## src/rtl/tl_rr_arbiter_if.sv

```systemverilog
// TileLink-UL link bundle. With LANES > 1 the A payload and both valid/ready
// pairs are packed per lane, while the D payload stays a single shared bus.
interface tl_rr_arbiter_if #(
   parameter int LANES     = 1,
   parameter int XLEN      = 32,
   parameter int SID_WIDTH = 2
);
   logic [LANES-1:0]            a_valid;
   logic [LANES-1:0]            a_ready;
   logic [3*LANES-1:0]          a_opcode;
   logic [3*LANES-1:0]          a_param;
   logic [3*LANES-1:0]          a_size;
   logic [SID_WIDTH*LANES-1:0]  a_source;
   logic [XLEN*LANES-1:0]       a_address;
   logic [(XLEN/8)*LANES-1:0]   a_mask;
   logic [XLEN*LANES-1:0]       a_data;

   logic [LANES-1:0]            d_valid;
   logic [LANES-1:0]            d_ready;
   logic [2:0]                  d_opcode;
   logic [1:0]                  d_param;
   logic [2:0]                  d_size;
   logic [SID_WIDTH-1:0]        d_source;
   logic [XLEN-1:0]             d_data;
   logic                        d_corrupt;
   logic                        d_denied;

   modport master (
      output a_valid, a_opcode, a_param, a_size, a_source, a_address, a_mask, a_data,
      output d_ready,
      input  a_ready,
      input  d_valid, d_opcode, d_param, d_size, d_source, d_data, d_corrupt, d_denied
   );

   modport slave (
      input  a_valid, a_opcode, a_param, a_size, a_source, a_address, a_mask, a_data,
      input  d_ready,
      output a_ready,
      output d_valid, d_opcode, d_param, d_size, d_source, d_data, d_corrupt, d_denied
   );
endinterface

```

## src/rtl/tl_rr_arbiter.sv

```systemverilog
// Round-robin TileLink-UL arbiter: one master at a time owns the slave port
// from its A request until the matching D response completes.
module tl_rr_arbiter #(
   parameter  int NUM_MASTERS = 2,
   parameter  int XLEN        = 32,
   parameter  int SID_WIDTH   = 2,
   localparam int IDX_W       = $clog2(NUM_MASTERS)
) (
   input  logic             clk,
   input  logic             reset,
   tl_rr_arbiter_if.slave   m,
   tl_rr_arbiter_if.master  s,
   output logic             busy,
   output logic [IDX_W-1:0] grant_idx
);
   localparam int MW = XLEN / 8;

   typedef enum logic [1:0] {
      ST_IDLE = 2'd0,
      ST_ADDR = 2'd1,
      ST_RESP = 2'd2
   } state_t;

   state_t           state_r;
   logic [IDX_W-1:0] last_r;
   logic [IDX_W-1:0] grant_r;
   logic             busy_r;
   logic [IDX_W-1:0] pick_s;
   logic             a_fire_s;
   logic             d_fire_s;
   int unsigned      gsel_s;

   // First requester strictly after 'last', wrapping, so the last winner ranks lowest.
   function automatic logic [IDX_W-1:0] rr_pick(input logic [NUM_MASTERS-1:0] req,
                                                input logic [IDX_W-1:0]       last);
      logic [IDX_W-1:0] pick;
      logic             found;
      int               idx;
      pick  = last;
      found = 1'b0;
      for (int k = 1; k <= NUM_MASTERS; k++) begin
         idx = (int'(last) + k) % NUM_MASTERS;
         if (!found && req[idx]) begin
            pick  = IDX_W'(idx);
            found = 1'b1;
         end
      end
      return pick;
   endfunction

   assign pick_s   = rr_pick(m.a_valid, last_r);
   assign gsel_s   = 32'(grant_r);
   assign a_fire_s = s.a_valid & s.a_ready;
   assign d_fire_s = s.d_valid & s.d_ready;

   assign busy      = busy_r;
   assign grant_idx = grant_r;

   // Arbitration FSM: grant, owner index, fairness pointer and busy flag.
   always_ff @(posedge clk) begin
      if (!reset) begin
         state_r <= ST_IDLE;
         last_r  <= IDX_W'(NUM_MASTERS - 1);
         grant_r <= {IDX_W{1'b0}};
         busy_r  <= 1'b0;
      end else begin
         case (state_r)
            ST_IDLE: begin
               if (|m.a_valid) begin
                  grant_r <= pick_s;
                  state_r <= ST_ADDR;
                  busy_r  <= 1'b1;
               end
            end
            ST_ADDR: begin
               if (a_fire_s) begin
                  state_r <= ST_RESP;
               end else if (!m.a_valid[grant_r]) begin
                  // Requester withdrew before acceptance: drop the grant, keep fairness pointer.
                  state_r <= ST_IDLE;
                  busy_r  <= 1'b0;
               end
            end
            ST_RESP: begin
               if (d_fire_s) begin
                  last_r  <= grant_r;
                  state_r <= ST_IDLE;
                  busy_r  <= 1'b0;
               end
            end
            default: begin
               state_r <= ST_IDLE;
               busy_r  <= 1'b0;
            end
         endcase
      end
   end

   // Granted master's A payload routed to the slave; only the valid is gated by state.
   assign s.a_opcode  = m.a_opcode[gsel_s*3 +: 3];
   assign s.a_param   = m.a_param[gsel_s*3 +: 3];
   assign s.a_size    = m.a_size[gsel_s*3 +: 3];
   assign s.a_source  = m.a_source[gsel_s*SID_WIDTH +: SID_WIDTH];
   assign s.a_address = m.a_address[gsel_s*XLEN +: XLEN];
   assign s.a_mask    = m.a_mask[gsel_s*MW +: MW];
   assign s.a_data    = m.a_data[gsel_s*XLEN +: XLEN];

   assign m.d_opcode  = s.d_opcode;
   assign m.d_param   = s.d_param;
   assign m.d_size    = s.d_size;
   assign m.d_source  = s.d_source;
   assign m.d_data    = s.d_data;
   assign m.d_corrupt = s.d_corrupt;
   assign m.d_denied  = s.d_denied;

   // Handshake steering: A path open only in ADDR, D path only in RESP.
   always_comb begin
      s.a_valid = 1'b0;
      s.d_ready = 1'b0;
      m.a_ready = {NUM_MASTERS{1'b0}};
      m.d_valid = {NUM_MASTERS{1'b0}};
      case (state_r)
         ST_ADDR: begin
            s.a_valid          = m.a_valid[grant_r];
            m.a_ready[grant_r] = s.a_ready;
         end
         ST_RESP: begin
            m.d_valid[grant_r] = s.d_valid;
            s.d_ready          = m.d_ready[grant_r];
         end
         default: begin
            s.a_valid = 1'b0;
            s.d_ready = 1'b0;
         end
      endcase
   end
endmodule

```

## src/flat_wrapper.sv

```systemverilog
// flat-port wrapper written by rule: the top's interface ports become plain ports
module tl_rr_arbiter_flat 
#(
   parameter  int NUM_MASTERS = 2,
   parameter  int XLEN        = 32,
   parameter  int SID_WIDTH   = 2,
   localparam int IDX_W       = $clog2(NUM_MASTERS)
)
  (clk, reset, busy, grant_idx, m_a_valid, m_a_opcode, m_a_param, m_a_size, m_a_source, m_a_address, m_a_mask, m_a_data, m_d_ready, m_a_ready, m_d_valid, m_d_opcode, m_d_param, m_d_size, m_d_source, m_d_data, m_d_corrupt, m_d_denied, s_a_valid, s_a_opcode, s_a_param, s_a_size, s_a_source, s_a_address, s_a_mask, s_a_data, s_d_ready, s_a_ready, s_d_valid, s_d_opcode, s_d_param, s_d_size, s_d_source, s_d_data, s_d_corrupt, s_d_denied);
  tl_rr_arbiter_if #(.LANES((2)), .XLEN(XLEN), .SID_WIDTH(SID_WIDTH)) m_i ();
  tl_rr_arbiter_if #(.LANES(1), .XLEN(XLEN), .SID_WIDTH(SID_WIDTH)) s_i ();
  input  logic clk;
  input  logic reset;
  output logic busy;
  output logic [IDX_W-1:0] grant_idx;
  input wire logic [$bits(m_i.a_valid)-1:0] m_a_valid;
  input wire logic [$bits(m_i.a_opcode)-1:0] m_a_opcode;
  input wire logic [$bits(m_i.a_param)-1:0] m_a_param;
  input wire logic [$bits(m_i.a_size)-1:0] m_a_size;
  input wire logic [$bits(m_i.a_source)-1:0] m_a_source;
  input wire logic [$bits(m_i.a_address)-1:0] m_a_address;
  input wire logic [$bits(m_i.a_mask)-1:0] m_a_mask;
  input wire logic [$bits(m_i.a_data)-1:0] m_a_data;
  input wire logic [$bits(m_i.d_ready)-1:0] m_d_ready;
  output wire logic [$bits(m_i.a_ready)-1:0] m_a_ready;
  output wire logic [$bits(m_i.d_valid)-1:0] m_d_valid;
  output wire logic [$bits(m_i.d_opcode)-1:0] m_d_opcode;
  output wire logic [$bits(m_i.d_param)-1:0] m_d_param;
  output wire logic [$bits(m_i.d_size)-1:0] m_d_size;
  output wire logic [$bits(m_i.d_source)-1:0] m_d_source;
  output wire logic [$bits(m_i.d_data)-1:0] m_d_data;
  output wire logic [$bits(m_i.d_corrupt)-1:0] m_d_corrupt;
  output wire logic [$bits(m_i.d_denied)-1:0] m_d_denied;
  output wire logic [$bits(s_i.a_valid)-1:0] s_a_valid;
  output wire logic [$bits(s_i.a_opcode)-1:0] s_a_opcode;
  output wire logic [$bits(s_i.a_param)-1:0] s_a_param;
  output wire logic [$bits(s_i.a_size)-1:0] s_a_size;
  output wire logic [$bits(s_i.a_source)-1:0] s_a_source;
  output wire logic [$bits(s_i.a_address)-1:0] s_a_address;
  output wire logic [$bits(s_i.a_mask)-1:0] s_a_mask;
  output wire logic [$bits(s_i.a_data)-1:0] s_a_data;
  output wire logic [$bits(s_i.d_ready)-1:0] s_d_ready;
  input wire logic [$bits(s_i.a_ready)-1:0] s_a_ready;
  input wire logic [$bits(s_i.d_valid)-1:0] s_d_valid;
  input wire logic [$bits(s_i.d_opcode)-1:0] s_d_opcode;
  input wire logic [$bits(s_i.d_param)-1:0] s_d_param;
  input wire logic [$bits(s_i.d_size)-1:0] s_d_size;
  input wire logic [$bits(s_i.d_source)-1:0] s_d_source;
  input wire logic [$bits(s_i.d_data)-1:0] s_d_data;
  input wire logic [$bits(s_i.d_corrupt)-1:0] s_d_corrupt;
  input wire logic [$bits(s_i.d_denied)-1:0] s_d_denied;
  assign m_i.a_valid = m_a_valid;
  assign m_i.a_opcode = m_a_opcode;
  assign m_i.a_param = m_a_param;
  assign m_i.a_size = m_a_size;
  assign m_i.a_source = m_a_source;
  assign m_i.a_address = m_a_address;
  assign m_i.a_mask = m_a_mask;
  assign m_i.a_data = m_a_data;
  assign m_i.d_ready = m_d_ready;
  assign m_a_ready = m_i.a_ready;
  assign m_d_valid = m_i.d_valid;
  assign m_d_opcode = m_i.d_opcode;
  assign m_d_param = m_i.d_param;
  assign m_d_size = m_i.d_size;
  assign m_d_source = m_i.d_source;
  assign m_d_data = m_i.d_data;
  assign m_d_corrupt = m_i.d_corrupt;
  assign m_d_denied = m_i.d_denied;
  assign s_a_valid = s_i.a_valid;
  assign s_a_opcode = s_i.a_opcode;
  assign s_a_param = s_i.a_param;
  assign s_a_size = s_i.a_size;
  assign s_a_source = s_i.a_source;
  assign s_a_address = s_i.a_address;
  assign s_a_mask = s_i.a_mask;
  assign s_a_data = s_i.a_data;
  assign s_d_ready = s_i.d_ready;
  assign s_i.a_ready = s_a_ready;
  assign s_i.d_valid = s_d_valid;
  assign s_i.d_opcode = s_d_opcode;
  assign s_i.d_param = s_d_param;
  assign s_i.d_size = s_d_size;
  assign s_i.d_source = s_d_source;
  assign s_i.d_data = s_d_data;
  assign s_i.d_corrupt = s_d_corrupt;
  assign s_i.d_denied = s_d_denied;
  tl_rr_arbiter #(.NUM_MASTERS(NUM_MASTERS), .XLEN(XLEN), .SID_WIDTH(SID_WIDTH)) u_core (.clk(clk), .reset(reset), .m(m_i), .s(s_i), .busy(busy), .grant_idx(grant_idx));
endmodule
```

## config.mk

```make
export PLATFORM = sky130hd
export DESIGN_NAME = tl_rr_arbiter_flat
export DESIGN_NICKNAME = d
export VERILOG_FILES = /design/src/rtl/tl_rr_arbiter_if.sv /design/src/rtl/tl_rr_arbiter.sv /design/src/flat_wrapper.sv
export SDC_FILE = /design/constraint.sdc
export NUM_CORES = 1
export LEC_CHECK = 0
export CORE_AREA = 3 3 132 134
export DETAILED_ROUTE_END_ITERATION = 8
export DIE_AREA = 0 0 135 137
export DONT_BUFFER_PORTS = 1
export GPL_TIMING_DRIVEN = 0
export MAX_ROUTING_LAYER = met4
export PLACE_DENSITY = 0.3
export SYNTH_ARGS = -nofsm -noshare
export SYNTH_HDL_FRONTEND = slang
export SYNTH_SLANG_ARGS = --single-unit
```

## constraint.sdc

```tcl
create_clock -name clk -period 1.9 [get_ports clk]
set_input_delay 0 -clock clk [delete_from_list [all_inputs] [get_ports clk]]
set_output_delay 0 -clock clk [all_outputs]
set_load 0.005 [all_outputs]
```

; ---- Word-level counts from Yosys, hierarchy flattened
; Cells that the tools add are included.
[word_totals]
wordCells = 69
output_inout_bits = 131
reg_bits = 5
[op_classes]
bitwise_logic = 6
reduce_logical = 9
magnitude_cmp = 4
n_addsub = 2
n_eq_ne = 7
n_mul = 1
shifts = 7
mux = 29
[ops]
columns = operator, n
row1 = 64-bit by 7-bit indexed part select with 32-bit output, 2
row2 = 6-bit by 33-bit indexed part select with 3-bit output, 3
row3 = 1-bit 2-to-1 mux, 20
row4 = 2-bit 2-to-1 mux, 6
row5 = 8-bit by 4-bit indexed part select with 4-bit output, 1
row6 = "2-bit by 3-bit < comparator with 1-bit output, second input constant", 2
row7 = 2-bit case mux with 3 select lines, 1
row8 = 2-bit AND, 2
row9 = "2-bit by 1-bit inequality test with 1-bit output, second input constant", 2
row10 = "2-bit inequality test, second input constant", 2
row11 = 2-bit AND reduction, 2
row12 = 4-bit AND reduction, 1
row13 = 4-bit by 3-bit indexed part select with 2-bit output, 1
row14 = "1-bit by 2-bit multiplier with 3-bit output, second input constant", 1
row15 = "3-bit by 2-bit inequality test with 1-bit output, second input constant", 1
row16 = 1-bit case mux with 3 select lines, 1
row17 = 3-bit AND reduction, 1
row18 = "1-bit adder, second input constant", 2
row19 = 1-bit AND, 2
row20 = "1-bit AND, first input constant", 2
row21 = "2-bit by 1-bit equality test with 1-bit output, second input constant", 1
row22 = "2-bit equality test, second input constant", 1
row23 = 1-bit logical AND, 2
row24 = 2-bit logical NOT, 1
row25 = other kinds (5), 5

; ---- Depth between registers and ports, before layout
; Gate-level depths: netlist (run 1).
[logic_depth]
word_depth = 9
depth_mapped = 5
depth_no_buf = 4

; ---- Worst setup path before layout (run 1)
; No wires, ideal clock.
[synth_timing]
path_kind = reg-to-reg
from = register u_core.grant_r, in the netlist u_core.grant_idx
to = register u_core.busy_r, in the netlist u_core.busy
required_ns = 1.781
stages_incl_launch_ff = 6
period_less_slack_ns = 1.241
slack_ns = 0.659
setup_ns = 0.119
arrival_time_ns = 1.122
cell_sequence = dfxtp_1 > buf_6 > mux2_4 > nand2_4 > nand2_1 > o221a_1
[synth_between]
elab_chain_cells = 6
word_cells_on_any_way = 12
cone_classes = eq/ne (3) / mux (6) / bitwise (2) / reduce/logical (1)
[synth_rtl]
columns = item, line
row1 = "start, declared", tl_rr_arbiter.sv:26  ; logic [IDX_W-1:0] grant_r;
row2 = "start signal, assigned", tl_rr_arbiter.sv:64  ; grant_r <= {IDX_W{1'b0}};
row3 = "start signal, assigned", tl_rr_arbiter.sv:70  ; grant_r <= pick_s;
row4 = 1-bit 2-to-1 mux (on tied branches) (2 in a row), "tl_rr_arbiter.sv:129, tl_rr_arbiter.sv:78, tl_rr_arbiter.sv:124"
row5 = 1-bit 2-to-1 mux, tl_rr_arbiter.sv:122  ; case (state_r)
row6 = 1-bit AND (on tied branches), "tl_rr_arbiter.sv:54, tl_rr_arbiter.sv:53"
row7 = 2-bit by 1-bit inequality test with 1-bit output (no source line) / 2-bit inequality test (equally long branches), n/a
row8 = 4-bit AND reduction (no source line) *, n/a
row9 = "end signal, assigned", tl_rr_arbiter.sv:65  ; busy_r <= 1'b0;
row10 = "end signal, assigned", tl_rr_arbiter.sv:72  ; busy_r <= 1'b1;
row11 = "end signal, assigned", tl_rr_arbiter.sv:81  ; busy_r <= 1'b0;
row12 = "end, declared", tl_rr_arbiter.sv:27  ; logic busy_r;
; Mark *: on every way between the ends. The rest lies on a longest branch, timed or not. The select of a mux whose other input is x is not followed.
; A chain may end at the register's enable or synchronous reset.

; ---- Final worst setup path (run 1)
[layout_timing]
from = register u_core.grant_r, in the netlist u_core.grant_idx
to = output s_a_data[8]
[layout_between]
elab_chain_cells = 1
[layout_rtl]
columns = item, line
row1 = 64-bit by 7-bit indexed part select with 32-bit output, tl_rr_arbiter.sv:106  ; assign s.a_data = m.a_data[gsel_s*XLEN +: XLEN];
row2 = "end, declared", flat_wrapper.sv:41  ; output wire logic [$bits(s_i.a_data)-1:0] s_a_data;
; Every way passes these cells.

==> run metrics, run 1 <==
Post-synth top cells mux2_2 (79), buf_4 (49), dfxtp_1 (5), nand2_1 (5); post-layout instance area around 0.0020 sq mm; EDFF count, synth 0; vias about 1400; Die Span Y between 100 and 150 um; RSZ-0062 raised after global routing no; IO Port Bufs 0; Synth-to-Final Area Change 23.49%; Root Driver clkbuf_16; Place WS roughly 0.38 ns; Placed Area roughly 0.0019 sq mm; Ant. Diodes 0; worst path bufs/invs 3; Initial Util 0.09708; Fill cells roughly 1900; fin util 0.1199; Worst path max stage delay 0.39 ns; register area share after synthesis 0.06284; Fin Setup TNS 0 ns; Die ar. between 0.015 and 0.02 sq mm; FF+latch area approximately 100 sq um; vias in the first global route between 1000 and 1500; crit share post-route 0.8851; CTS tree done; deepest clock path buffer count 2; Async SR Flop Fraction 0; final hold violation count 0; static leakage 0.7484 nW; DR WL/cell roughly 17 um; Core ar. roughly 0.016 sq mm; CP required between 1.5 and 2 ns; peak supply drop roughly 0.21 mV; RD Place Congestion 0.6896; I/O Pins ~340; run status complete, no violations; Max FO, Critical Path 10; Post-DP HPWL about 6300 um; top-count cell post-synth mux2_2; crit path DAT between 1.5 and 2 ns; post-synth top area cell mux2_2; initial antenna violation count 0; post-synthesis cell area 0.001593 sq mm; Final nets between 300 and 400; share of layout cells above drive strength 1 0.7797; Worst-Skew Late Latency 0.23 ns; Setup WS post-layout roughly 0.22 ns; max-slew violations 0; Synth top area share 0.5585; clock skew just under 0.002 ns; slowest cell on the critical path mux2_2; Synth cell types 23; Worst slew margin 0.7335; final wirelength around 6800 um; Reg clk slew, reported paths approximately 0.03 ns; Yosys reg bits 5; FP Rows 47; first-pass GRT wire length approximately 7600 um; top cells by area, synth mux2_2 (56%), buf_4 (23%), dfxtp_1 (6.3%); Max Cap Violations 0; final setup vio count 0; Yosys warnings 0; CTS H-Tree Depth 1; FMAX between 500 and 600 MHz; Die W between 100 and 150 um; Least-Margin Pin Slew 0.3989 ns; syn_nets ~380; first-pass detailed-route iteration total 4; CP Launch Type flip-flop; CTS Buf Count 3; ANT nets after route 0; critical path class flip-flop to output port; pwr dens approximately 470 mW/mm^2; Pwr Total 0.0009169 W; multi-input logic area 0.001086 sq mm; GR Util All Layers 0.05690; Mean Syn Cell Area around 9.3 sq um; Syn Inst Count 171; top_reg_cell synth dfxtp_1; Hold Path Class primary input to flip-flop; total gr overflow 0; Setup Fix Bufs, Post-CTS 0; largest net degree at the start of global routing 11; Sink Count 5; Crit. End Element output port; Vias/cell around 3.5; drt initial violations 20; Tmin final between 1.5 and 2 ns; DRC Markers 0; CP top delay family buffers and inverters; CP Cell Sequence buf_6 -> buf_2 -> buf_4 -> mux2_2
-- power breakdown --
part	total, W	internal [W]	switching (W)
logic	0.000444	0.000252	0.000192
clock network	0.000347	0.000278	0.0000686
registers	0.000126	0.000115	0.0000106
total	0.000917	0.000646	0.000271
-- stage by stage --
step           hold WS (ns)  std cells
2_1_floorplan       0.07369        171
3_3_place_gp        0.08446        391
3_5_place_dp        0.08279        391
4_1_cts            0.001431        397
5_1_grt             0.03886        397
6_report           0.002918        397
-- flip-flops by register name (all words and copies together) (netlist names) --
signal	cells
u_core.state_r	2
u_core.busy	1
u_core.grant_idx	1
u_core.last_r	1
-- area by class of cell --
class                   count  share of cell area
plain buffers              54              0.2029
clock buffers               4             0.04008
inverters                   2            0.003817
multi-input cells         110              0.5522
flip-flops and latches      5             0.05089
well taps                 220              0.1399
repair buffers              2             0.01018
-- metal layers --
layer | GRT usage | share of wire | wire (um) | up-vias
li1 | - | - | - | 576
met1 | 0.03839 | 0.25 | 1699 | 597
met2 | 0.1323 | 0.60 | 4108 | 191
met3 | 0.01838 | 0.14 | 931 | 6
met4 | 0.01064 | 0.0077 | 52 | 0
met5 | - | 0 | 0 | -
-- cells by family after synthesis --
| logic type | synth area share |
|---|---|
| DFF | 0.06285 |
| AOI/OAI and AO/OA | 0.05028 |
| and+or+nand+nor | 0.05735 |
| muxes | 0.5742 |
| buffers and inverters | 0.2553 |
-- layout by cell type, fill, tap and decap left out, types with 3 or more instances in the layout --
cell and count:
and3_1 3, buf_2 4, buf_4 49, clkbuf_16 3, dfxtp_1 5, mux2_2 79, nand2_1 5, nor2_1 3
nor2b_1 3, o21ai_0 4
-- worst paths after layout --
kind | slack, ns | depth (start not counted) | endpoint | from
hold reg to reg | 0.59 | 2 | u_core.last_r | u_core.last_r
hold / removal | 0.003 | 2 | u_core.last_r | m_d_ready[1]
setup / recovery | 0.22 | 4 | s_a_data[8] | u_core.grant_idx
setup reg to reg | 0.53 | 5 | u_core.busy | u_core.grant_idx
-- what timing repair did --
action                    in CTS  in global routing
gates resized for setup        0                  0
hold endpoints to repair       5                  0
hold buffers                   2                  0
Note: power is estimated with default switching activity, not from simulation.
==> run 2, diff against run 1 <==
Settings changed: BUFFER_PORTS_ARGS from default to -buffer_cell sky130_fd_sc_hd__buf_2, CORE_AREA 3 3 132 134 to 3 3 130 132, DIE_AREA 0 0 135 137 to 0 0 133 135, DONT_BUFFER_PORTS 1 to default, PLACE_DENSITY 0.3 to 0.47.
==> run 2 against run 1 <==
Final cell count grew 73%. Global-route usage increased by 2.5 points. Largest power group unchanged. Critical path depth did not move. Setup slack better by 0.13 ns. Wire length is 23% higher.
==> run metrics, run 2 (synthesis results as in run 1) <==
post_cts resized 0 (unchanged); share of layout cells above drive strength 1 0.9193 (+0.1397); DR WL/cell 12.16 um (-29%); final hold violation count 0 (unchanged); initial antenna violation count 0 (unchanged); vias 2351 (+72%); drt initial violations 49 (+150%); met2 WL post-DR 4537 um (+10%); CTS tree done; max FFs per register 2 (unchanged); Die W 133 um (-1.5%); Top reg by flops u_core.state_r; CTS H-Tree Depth 1 (unchanged); DRC Markers 0 (unchanged); Initial Util 0.1006 (+0.003553); I/O Pins 341 (unchanged); final setup vio count 0 (unchanged); Layout Cells excl Fill 687 (+73%); CP required 1.90 ns (about the same); IO Port Bufs 296 (+296); Final nets 682 (+76%); final wirelength 8357 um (+23%); Max FO, Critical Path 15 (+5); Root Driver clkbuf_16; highest metal layer with signal wires met4; Reg clk slew, reported paths 0.03 ns (about the same); deepest clock path buffer count 2 (unchanged); Least-Margin Pin Slew 0.3162 ns (-0.08270 ns); Vias/cell 3.422 (-0.83%); FP Rows 46 (-2.1%); crit share post-route 0.8177 (-0.06743); ANT nets after route 0 (unchanged); CP Launch Type flip-flop; GR Util All Layers 0.08146 (+0.02456); Die ar. 0.01796 sq mm (-2.9%); CTS Buf Count 3 (unchanged); peak supply drop 0.1812 mV (-13%); met3 WL 858 um (-7.8%); Post-DP HPWL 7615 um (+20%); fin util 0.2166 (+0.09672); total gr overflow 0 (unchanged); Core ar. 0.01583 sq mm (-3.5%); static leakage 1.915 nW (+160%); clock skew 0.0002140 ns (-0.001735 ns); Pwr Total 0.001253 W (+37%); FMAX 643.7 MHz (+8.2%); Worst-Skew Late Latency 0.23 ns (about the same); Tmin final 1.554 ns (-0.1281 ns); Hold Path Class primary input to flip-flop; Ant. Diodes 0 (unchanged); dpl cells 683 (+75%); Max Cap Violations 0 (unchanged); largest net degree at the start of global routing 11 (unchanged); run status complete, no violations; Synth-to-Final Area Change 115.2%; commonest non-fill, non-tap cell in the layout buf_2; Hold WS 0.08927 ns (+0.08635 ns); pwr dens 365.4 mW/mm^2 (-22%); met1 WL 2891 um (+70%); first-pass GRT wire length 11470 um (+50%); RD Place Congestion 0.7658 (+11%); crit path DAT 1.55 ns (-0.13 ns); Sink Count 5 (unchanged); Crit. End Element output port; max-slew violations 0 (unchanged); commonest non-fill, non-tap cells in the layout buf_2 (299), mux2_2 (79), buf_4 (49); first-pass detailed-route iteration total 3 (-1); vias in the first global route 2275 (+75%); Fin Setup TNS 0 ns (unchanged); Fill cells 1780 (-4.3%); Setup Fix Bufs, Post-CTS 0 (unchanged); Die Span Y 135 um (-1.5%); RSZ-0062 raised after global routing no; Worst slew margin 0.7878 (+0.05427); critical path class flip-flop to output port
[run 2: changes by cell type in the layout (fill, tap and decap cells not counted)]
cell | before | now
buf_2 | 4 | 299
dlygate4sd3_1 | 2 | 1
[run 2: layer usage]
| layer | up-vias | GRT usage |
|---|---|---|
| met5 | - | - |
| met4 | 0 | 0.01905 |
| met3 | 6 | 0.01788 |
| met2 | 185 | 0.1580 |
| met1 | 998 | 0.08313 |
| li1 | 1162 | - |
[run 2: final timing paths]
check	start	to	slack, ns	cells past startpoint
setup / recovery	u_core.grant_idx	s_a_data[15]	0.35	4
hold reg to reg	u_core.busy	u_core.busy	0.52	1
hold / removal	m_d_ready[1]	u_core.last_r	0.09	3
setup reg to reg	u_core.grant_idx	u_core.busy	0.48	5
[run 2: layout make-up]
cell class,instances,area (sq um),area share
timing repair buffer,297,1491,0.4350
multi-input combinational,110,1086,0.3168
buffer,53,394.1,0.1150
tap,216,270.3,0.07883
sequential,5,100.1,0.02920
clock buffer,4,78.83,0.02299
inverter,2,7.507,0.002190
[run 2: stage by stage]
| stage | instance area (sq um) | worst slack [ns] |
|---|---|---|
| CTS | 3433 | 0.01762 |
| global route | 3428 | 0.2115 |
| detailed placement | 3344 | 0.2647 |
| global placement | 3344 | 0.2713 |
| finish | 3428 | 0.3464 |
| floorplan | 1593 | 0.6591 |
[run 2: repair_timing]
item / 4_1_cts / 5_1_grt
hold endpoints to repair: 1 / 0
hold buffers: 1 / 0
endpoints found under the setup margin: 0 / 6
[run 2: where the power goes]
group | switching, W | internal (W)
sequential | 0.00000753 | 0.000115
combinational | 0.000281 | 0.000495
clock | 0.0000753 | 0.000279
total | 0.000364 | 0.000889
[run 2: critical path, cell delays in order (launching register included)]
cell and delay [ns]:
dfxtp_1 0.33, buf_6 0.21, buf_2 0.29, mux2_2 0.37, buf_2 0.12
==> run 3, diff against run 2 <==
Settings changed: CORE_AREA 3 3 130 132 to 3 3 133 135, DIE_AREA 0 0 133 135 to 0 0 136 138, PLACE_DENSITY 0.47 to 0.46.
Clock period 1.9 ns to 1.5 ns, I/O delays scaled along.
==> run 3 against run 2 <==
Sequential share of layout area fell by 0.12 points. Non-clock buffer count rose by 7. Clock skew barely moved. Combinational power rose by 40%. Cell area rose by 5.5%. Final cell count rose by 1.6%. Critical path type unchanged. Largest cell class unchanged.
==> run metrics, run 3 (synthesis results as in run 1) <==
run status complete, no violations; Max FO, Critical Path 10 (-5); Worst Reg-to-Reg Cells 6 (+1); vias 2423 (+3.1%); FP Rows 47 (+2.2%); Ant. Diodes 0 (unchanged); Top reg by flops u_core.state_r; Die ar. 0.01877 sq mm (+4.5%); final setup vio count 0 (unchanged); worst r2r dst u_core.busy; Least-Margin Pin Slew 0.3267 ns (+0.01049 ns); crit path DAT 1.46 ns (-0.09 ns); share of layout cells above drive strength 1 0.9289 (+0.009550); static leakage 1.992 nW (+4.1%); deepest clock path buffer count 2 (unchanged); WHS Endpoint u_core.last_r; Net Sw Frac 0.2899 (-0.0006702); first-pass detailed-route iteration total 4 (+1); peak supply drop 0.2862 mV (+58%); # hold bufs at CTS 0 (-1); max FFs per register 2 (unchanged); combinational power share 0.648 (+0.029); final hold violation count 0 (unchanged); final wirelength 9285 um (+11%); Crit. End Element output port; I/O Pins 341 (unchanged); clock skew 0.0001823 ns (-0.00003167 ns); Pwr Total 0.001685 W (+35%); RR Startpoint u_core.grant_idx; Clk network pwr share 0.260 (-0.023); CP Launch Type flip-flop; NetSw 0.0004885 W (+34%); Setup WS post-layout 0.04154 ns (-0.3048 ns); commonest non-fill, non-tap cell in the layout buf_2; Layout Cells excl Fill 698 (+1.6%); Sink Count 5 (unchanged); initial antenna violation count 0 (unchanged); Root Driver clkbuf_16; Die Span Y 138 um (+2.2%); dpl cells 687 (+0.59%); met1 WL 3075 um (+6.4%); Core ar. 0.01658 sq mm (+4.8%); internal power 0.001197 W (+35%); Worst slew margin 0.7817 (-0.006030); R2R setup slack 0.07 ns (-0.41 ns); RSZ-0062 raised after global routing yes; largest net degree at the start of global routing 11 (unchanged); Place WS -0.1320 ns (-0.3967 ns); met3 WL 977 um (+14%); RD Place Congestion 0.7712 (+0.71%); Vias/cell 3.471 (+1.4%); max-slew violations 0 (unchanged); Die W 136 um (+2.3%); Post-DP HPWL 8281 um (+8.7%); Max Cap Violations 0 (unchanged); highest metal layer with signal wires met4; Worst-Skew Late Latency 0.23 ns (about the same); vias in the first global route 2343 (+3.0%); Reg clk slew, reported paths 0.03 ns (about the same); DRC Markers 0 (unchanged); FMAX a little under 700 MHz; ANT nets after route 0 (unchanged); Final nets 689 (+1.0%); sequential share of power 0.093 (-0.005); total gr overflow 0 (unchanged); crit share post-route 0.9723; Initial Util 0.09605 (-0.004586); commonest non-fill, non-tap cells in the layout buf_2 (296), mux2_2 (78), buf_4 (48); IO Port Bufs 296 (unchanged); Hold Startpoint reset; CP required 1.50 ns (-0.40 ns); CTS tree done; CTS H-Tree Depth 1 (unchanged); critical path class flip-flop to output port; Synth-to-Final Area Change 127.2%; Tmin final between 1 and 1.5 ns; hold path depth 2 (-1); CTS Buf Count 3 (unchanged); first-pass GRT wire length 12050 um (+5.1%); DR WL/cell 13.30 um (+9.4%); met2 WL post-DR 5224 um (+15%); drt initial violations 22 (-55%); Hold Path Class primary input to flip-flop; GR Util All Layers 0.08360 (+0.002144); pwr dens 465.7 mW/mm^2 (+27%)
==> run 3: critical path, cell delays in order (launching register included) <==
cell	delay, ns
dfxtp_2	0.34
buf_8	0.14
buf_12	0.14
buf_12	0.13
mux2_2	0.34
buf_2	0.14
==> run 3: repair_timing <==
item / in CTS / in global routing
cloned: 0 / 3
endpoints found under the setup margin: 65 / 52
setup buffers: 2 / 2
resized for setup: 14 / 9
==> run 3: how the worst max path moves through the flow <==
stage,start,to,slack (ns),cells past startpoint
floorplan,u_core.grant_idx,u_core.busy,0.26,5
global placement,u_core.grant_idx,s_a_address[13],-0.13,5
detailed placement,u_core.grant_idx,s_a_address[13],-0.13,5
CTS,u_core.grant_idx,s_a_address[28],-0.01,5
global route,u_core.grant_idx,s_a_address[23],-0.01,5
finish,u_core.grant_idx,s_a_address[21],0.04,5
==> run 3: power by group through the flow <==
stage / sequential [W] / clock (W) / combinational (W)
after floorplan: 0.000155 / 0 / 0.000483
after global placement: 0.000158 / 0 / 0.00102
after CTS: 0.000156 / 0.000447 / 0.00106
after global routing: 0.000157 / 0.000463 / 0.00119
final: 0.000156 / 0.000437 / 0.00109
after detailed placement: 0.000157 / 0 / 0.00102
==> run 3: metrics by stage <==
step / hold WS, ns / setup TNS, ns / area [sq um] / utilization
3_5_place_dp: 0.1665 / -4.774 / 3349 / 0.2020
2_1_floorplan: 0.07369 / 0 / 1593 / -
6_report: 0.01324 / 0 / 3618 / 0.2182
3_3_place_gp: 0.1672 / -4.574 / 3349 / 0.2020
5_1_grt: 0.02808 / -0.09048 / 3618 / 0.2182
4_1_cts: 0.006289 / -0.03489 / 3496 / 0.2108
==> run 3: per-layer routing <==
layer / global-route usage / up-vias
li1: - / 1176
met1: 0.07550 / 1040
met2: 0.1802 / 205
met3: 0.01490 / 2
met4: 0.006897 / 0
met5: - / -
==> run 3: layout make-up <==
class / instances / area (sq um)
Fill cell: 1865 / 12960
Timing Repair Buffer: 303 / 1593
Multi-Input combinational cell: 110 / 1097
Buffer: 54 / 465.4
Tap cell: 220 / 275.3
Sequential cell: 5 / 101.3
Clock buffer: 4 / 78.83
Inverter: 2 / 7.507
